**src/rtl/sat_sum_window.sv**
```systemverilog
// Window accumulator for saturated sums: adds up to WINDOW beats (or fewer on in_last),
// saturates the total at all-ones, and emits one result per window through a stallable output register.
module sat_sum_window #(
  parameter int WIDTH  = 32,
  parameter int WINDOW = 8,
  localparam int CNT_W = $clog2(WINDOW + 1)
) (
  input  logic             clk,
  input  logic             rst,
  input  logic             clear,
  input  logic             in_valid,
  output logic             in_ready,
  input  logic [WIDTH-1:0] in_data,
  input  logic             in_last,
  output logic             out_valid,
  input  logic             out_ready,
  output logic [WIDTH-1:0] out_data,
  output logic [CNT_W-1:0] out_count,
  output logic             out_sat
);

  typedef enum logic [1:0] {EMPTY, ACCUM, STALL} state_t;

  state_t             state_q, state_d;
  logic [WIDTH-1:0]   acc_q, acc_d;
  logic [CNT_W-1:0]   cnt_q, cnt_d;
  logic               sat_acc_q, sat_acc_d;
  logic               out_valid_q, out_valid_d;
  logic [WIDTH-1:0]   out_data_q, out_data_d;
  logic [CNT_W-1:0]   out_count_q, out_count_d;
  logic               out_sat_q, out_sat_d;

  logic [WIDTH:0]     sum;
  logic [WIDTH-1:0]   acc_next;
  logic               sat_next;
  logic [CNT_W-1:0]   cnt_inc;
  logic               out_free;
  logic               accept;
  logic               close;

  always_comb begin
    state_d     = state_q;
    acc_d       = acc_q;
    cnt_d       = cnt_q;
    sat_acc_d   = sat_acc_q;
    out_valid_d = out_valid_q;
    out_data_d  = out_data_q;
    out_count_d = out_count_q;
    out_sat_d   = out_sat_q;

    in_ready = !clear && (state_q != STALL);
    out_free = !out_valid_q || out_ready;
    accept   = in_valid && in_ready;

    sum     = {1'b0, acc_q} + {1'b0, in_data};
    cnt_inc = cnt_q + CNT_W'(1);
    if (sum[WIDTH] || sat_acc_q) begin
      acc_next = '1;
      sat_next = 1'b1;
    end else begin
      acc_next = sum[WIDTH-1:0];
      sat_next = sat_acc_q;
    end
    close = (cnt_inc == CNT_W'(WINDOW)) || in_last;

    // A consumed result drops here; a load below in the same cycle overrides it.
    if (out_valid_q && out_ready) begin
      out_valid_d = 1'b0;
    end

    if (state_q == STALL) begin
      if (clear) begin
        acc_d     = '0;
        cnt_d     = '0;
        sat_acc_d = 1'b0;
        state_d   = EMPTY;
      end else if (out_free) begin
        out_valid_d = 1'b1;
        out_data_d  = acc_q;
        out_count_d = cnt_q;
        out_sat_d   = sat_acc_q;
        acc_d       = '0;
        cnt_d       = '0;
        sat_acc_d   = 1'b0;
        state_d     = EMPTY;
      end
    end else if (clear) begin
      acc_d     = '0;
      cnt_d     = '0;
      sat_acc_d = 1'b0;
      state_d   = EMPTY;
    end else if (accept) begin
      if (close && out_free) begin
        out_valid_d = 1'b1;
        out_data_d  = acc_next;
        out_count_d = cnt_inc;
        out_sat_d   = sat_next;
        acc_d       = '0;
        cnt_d       = '0;
        sat_acc_d   = 1'b0;
        state_d     = EMPTY;
      end else begin
        // Closed window with a busy output parks in acc/cnt until the register frees up.
        acc_d     = acc_next;
        cnt_d     = cnt_inc;
        sat_acc_d = sat_next;
        state_d   = close ? STALL : ACCUM;
      end
    end
  end

  always_ff @(posedge clk or negedge rst) begin
    if (!rst) begin
      state_q     <= EMPTY;
      acc_q       <= '0;
      cnt_q       <= '0;
      sat_acc_q   <= 1'b0;
      out_valid_q <= 1'b0;
      out_data_q  <= '0;
      out_count_q <= '0;
      out_sat_q   <= 1'b0;
    end else begin
      state_q     <= state_d;
      acc_q       <= acc_d;
      cnt_q       <= cnt_d;
      sat_acc_q   <= sat_acc_d;
      out_valid_q <= out_valid_d;
      out_data_q  <= out_data_d;
      out_count_q <= out_count_d;
      out_sat_q   <= out_sat_d;
    end
  end

  assign out_valid = out_valid_q;
  assign out_data  = out_data_q;
  assign out_count = out_count_q;
  assign out_sat   = out_sat_q;

endmodule

```
**config.mk**
```make
export PLATFORM = sky130hd
export DESIGN_NAME = sat_sum_window
export DESIGN_NICKNAME = d
export VERILOG_FILES = /design/src/rtl/sat_sum_window.sv
export SDC_FILE = /design/constraint.sdc
export NUM_CORES = 1
export LEC_CHECK = 0
export CAP_MARGIN = 20
export CORE_MARGIN = 4
export CORE_UTILIZATION = 45
export CTS_CLUSTER_SIZE = 30
export DETAILED_ROUTE_END_ITERATION = 12
export GPL_TIMING_DRIVEN = 0
export HOLD_SLACK_MARGIN = 0.06
export PLACE_DENSITY = 0.79
export SLEW_MARGIN = 20
export SYNTH_ARGS = -nofsm -noshare
export SYNTH_HDL_FRONTEND = slang
export SYNTH_SLANG_ARGS = --single-unit
```
**constraint.sdc**
```tcl
create_clock -name clk -period 6.1 [get_ports clk]
set_clock_uncertainty 0.05 [all_clocks]
set_input_delay 0.61 -clock clk [delete_from_list [all_inputs] [get_ports clk]]
set_output_delay 0.61 -clock clk [all_outputs]
set_load 0.03 [all_outputs]
```
==> results list <==
- Shortest clock period the worst path allows after layout: 3660 ps
- Across all hold checks on the routed design, the worst slack comes to 126 ps.
- In this run the post-CTS setup repair buffer count came out at 0.
- Hold repair after CTS inserted 0 buffers.
- In this run the power spent charging and discharging nets is 0.684 mW.
- The area growth from synthesis to layout is 25.5%.
- Worst path arrival time: 3830 ps
- In this run the horizontal extent of the chip is 114 µm.
* Die height: 114 µm
- The share of total power dissipated in the clock network is 0.314.
* Global-route usage over all layers: 0.232
- A synthesized cell averages 8.44 µm².
- Summing over every cut layer, the via total after detailed routing is 4917.
- Nature of the critical path startpoint: input pin
* Overall die area: 13100 µm²
- Final Max Slew Viols: 0
- In this run, the number of DRC markers left after iteration 0 of detailed routing was 364.
- By startpoint and endpoint, the worst setup path is classified as in -> reg.
- Area taken by multi-input logic gates: 3000 µm²
* Max-Slew Margin vs Limit: 0.477
- Power spread over the standard cell area amounts to 303 nW/µm².
- Worst-path maximum fanout: 3
- Counting flops with a built-in enable in the synthesized netlist gives 0.
- In this run the static leakage power is 3.00 nW.
- Endpoint class of the critical path: flip-flop
- The count of nets left with antenna violations once routing finished came out at 0.
- Final global-route overflow total: 0
* CTS tree: yes
* Worst-path clk slew: 70 ps
* Total of flip-flops plus latches after synthesis: 77
* Sequential Power Share: 0.335
* FF+latch area: 1930 µm²
* Most common flop cell mapped by yosys: sky130_fd_sc_hd__dfrtp_1
- Core Footprint: 10900 µm²
* Num CTS Buffers: 9
- Sinks on Clock Net: 77
- In this run the deepest clock path goes through 2 buffers.
- Max capacitance violation total: 0
* Global placer's final weighted congestion: 0.944
- Result of the run: complete, no violations
* Comb pwr share: 0.351
- The number of different library cells used by synthesis comes to 56.
- Row generation in the floorplan step produced 38 rows.
- Setup repair after global routing left no endpoint under its margin.
- Sequential fraction of the synthesis area: 0.379
- In the routed layout, each cell is associated on average with a via count of 5.88.
* Worst min-delay path class: in -> async
- DRC violations left: 0
* Placed standard-cell area: 6050 µm²
- The library cell used most frequently in the layout, excluding fill and tap cells, is sky130_fd_sc_hd__nand2_1.
- Slew at the pin closest to its max-slew limit: 784 ps
- Final Hold Vio Count: 0
- Mapped Nets: 675
- Via count of the first global-routing pass: 4793
* Final-stage net count: 763
- Insertion delay to the later sink of the worst-skew pair: 340 ps
- Worst vdd ir: 0.165 mV
- Number of iterations in the first detailed-routing pass: 5
* Routed length per placed instance: 17.7 µm
- Aggregate routed wire length: 14800 µm
* Share of flip-flops with an asynchronous set or reset after synthesis: 1.00
- Count of inserted antenna diode cells: 0
- Number of input and output port buffers inserted: 76
* Wire length of the first global-routing pass: 24300 µm
- Period Utilization, post-route: 0.600
- Based on the critical path, the design can be clocked at up to 0.273 GHz.
- Count of synthesis-stage warnings from yosys: 0
- After legalization and detailed placement, the total HPWL measured 11100 µm.
- Internal power contribution: 1.25 mW
- Maximum number of pins on one net before global-route repair: 55
* Io pins: 77
- Adding up every negative setup slack in the final design gives 0 ps.
- CTS built an H-tree with a depth of 3.
- Once layout is complete, the utilization of the core stands at 0.584.
* Tot Pwr: 1.93 mW
* Proportion of total power due to net switching: 0.354
- Required time of the critical path: 6270 ps
- Initial core utilization: 0.465
- Of the cells placed in the final design, the portion with a size suffix greater than 1 is 0.0560.
- The filler cells instantiated in the layout total 973.
* Antenna violations before repair: 0
* CTS Root Cell: sky130_fd_sc_hd__clkbuf_16
- Count of cells resized by post-cts repair: 0
* Synth Cell Area: 5090 µm²
- Final Setup Violations: 0
- Post-Synthesis Cells: 603
* Final design instance area without fill: 6390 µm²
- Most frequent cells in the layout: 78 x sky130_fd_sc_hd__nand2_1, 77 x sky130_fd_sc_hd__dfrtp_1, 75 x sky130_fd_sc_hd__clkdlybuf4s50_1
==> worst paths after layout <==
kind                        startpoint            to  slack (ps)  cells past startpoint
min in group clk           out_data[3]   out_data[3]         420                      1
min reg2reg                out_data[3]   out_data[3]         420                      1
max reg2reg                   acc_q[0]  out_data[26]        2760                     11
max                         in_data[0]  out_data[26]        2440                     12
max in group asynchronous          rst  out_data[24]        5290                      2
min                                rst     acc_q[14]         130                      1
==> worst max-delay path: stages <==
cell and delay (ps):
sky130_fd_sc_hd__clkdlybuf4s50_1 430, sky130_fd_sc_hd__ha_1 260, sky130_fd_sc_hd__fa_1 440, sky130_fd_sc_hd__a211oi_2 290, sky130_fd_sc_hd__o21ai_0 240, sky130_fd_sc_hd__a41oi_1 310
sky130_fd_sc_hd__o31ai_2 170, sky130_fd_sc_hd__a2111oi_2 450, sky130_fd_sc_hd__o41ai_2 150, sky130_fd_sc_hd__xor2_1 180, sky130_fd_sc_hd__o22ai_1 220, sky130_fd_sc_hd__o21ai_1 80
==> flip-flops by register name, indices dropped and copies added, names as in the netlist <==
register,flops
acc_q,32
cnt_q,4
out_count,4
out_data,32
out_sat,1
out_valid,1
sat_acc_q,1
state_q,2
==> per-stage QoR <==
step,cells,setup WS [ps]
2_1_floorplan,603,2820
3_3_place_gp,819,1670
3_5_place_dp,820,2120
4_1_cts,836,2460
5_1_grt,836,2270
6_report,836,2440
==> cells by family after synthesis <==
family,synth area share
xor+xnor,0.0482
compound gates,0.273
buf+inv,0.0334
flops,0.379
mux,0.00197
simple gates,0.180
fa+ha+maj,0.0851
==> Yosys cell counts (all sizes together), types with 2 or more instances <==
| library cell | count | share of area |
|---|---|---|
| and2 | 3 | 0.0042 |
| a22oi | 2 | 0.0029 |
| and4bb | 2 | 0.0049 |
| and3 | 3 | 0.0037 |
| a21boi | 2 | 0.0029 |
| nor2b | 3 | 0.0037 |
| a211oi | 23 | 0.035 |
| or2 | 2 | 0.0025 |
| nor2 | 72 | 0.053 |
| a31o | 2 | 0.0034 |
| nand2b | 7 | 0.0086 |
| nand2 | 78 | 0.058 |
| buf | 10 | 0.011 |
| nor3 | 6 | 0.0059 |
| a31oi | 3 | 0.0037 |
| xnor2 | 14 | 0.024 |
| or3 | 5 | 0.0061 |
| o21bai | 6 | 0.0089 |
| o21ai | 69 | 0.068 |
| ha | 33 | 0.081 |
| o31ai | 5 | 0.0084 |
| inv | 7 | 0.0052 |
| nand4 | 6 | 0.0074 |
| o21a | 5 | 0.0074 |
| clkbuf | 24 | 0.018 |
| o2111ai | 3 | 0.0052 |
| o22ai | 4 | 0.0049 |
| o21ba | 2 | 0.0039 |
| xor2 | 14 | 0.024 |
| dfrtp | 77 | 0.38 |
| a211o | 3 | 0.0052 |
| a21o | 30 | 0.044 |
| a21oi | 44 | 0.043 |
| nand3 | 14 | 0.015 |
| o211ai | 9 | 0.014 |
==> power by group through the flow <==
stage                     Sequential (mW)  Clock (mW)  Combinational [mW]
after CTS                           0.647       0.616               0.679
after global routing                0.659       0.634               0.734
after global placement              0.652           0               0.661
final                               0.647       0.608               0.679
after floorplan                     0.779           0               0.292
after detailed placement            0.656           0               0.673
==> cell type report <==
type,instances,share of cell area
timing repair buffer,77,0.123
tap,140,0.0274
clock buffer,10,0.0374
buffer,34,0.0225
clock inverter,6,0.0149
multi-input combinational,485,0.469
sequential,77,0.302
inverter,7,0.00411
==> metal layers <==
metal | vias to the layer above | share of wire | GRT usage
met2 | 160 | 0.47 | 0.367
met1 | 2403 | 0.46 | 0.331
met3 | 12 | 0.056 | 0.0338
met4 | 0 | 0.012 | 0.0713
li1 | 2342 | - | -
met5 | - | 0 | 0
(Power assumes the default switching activity.)
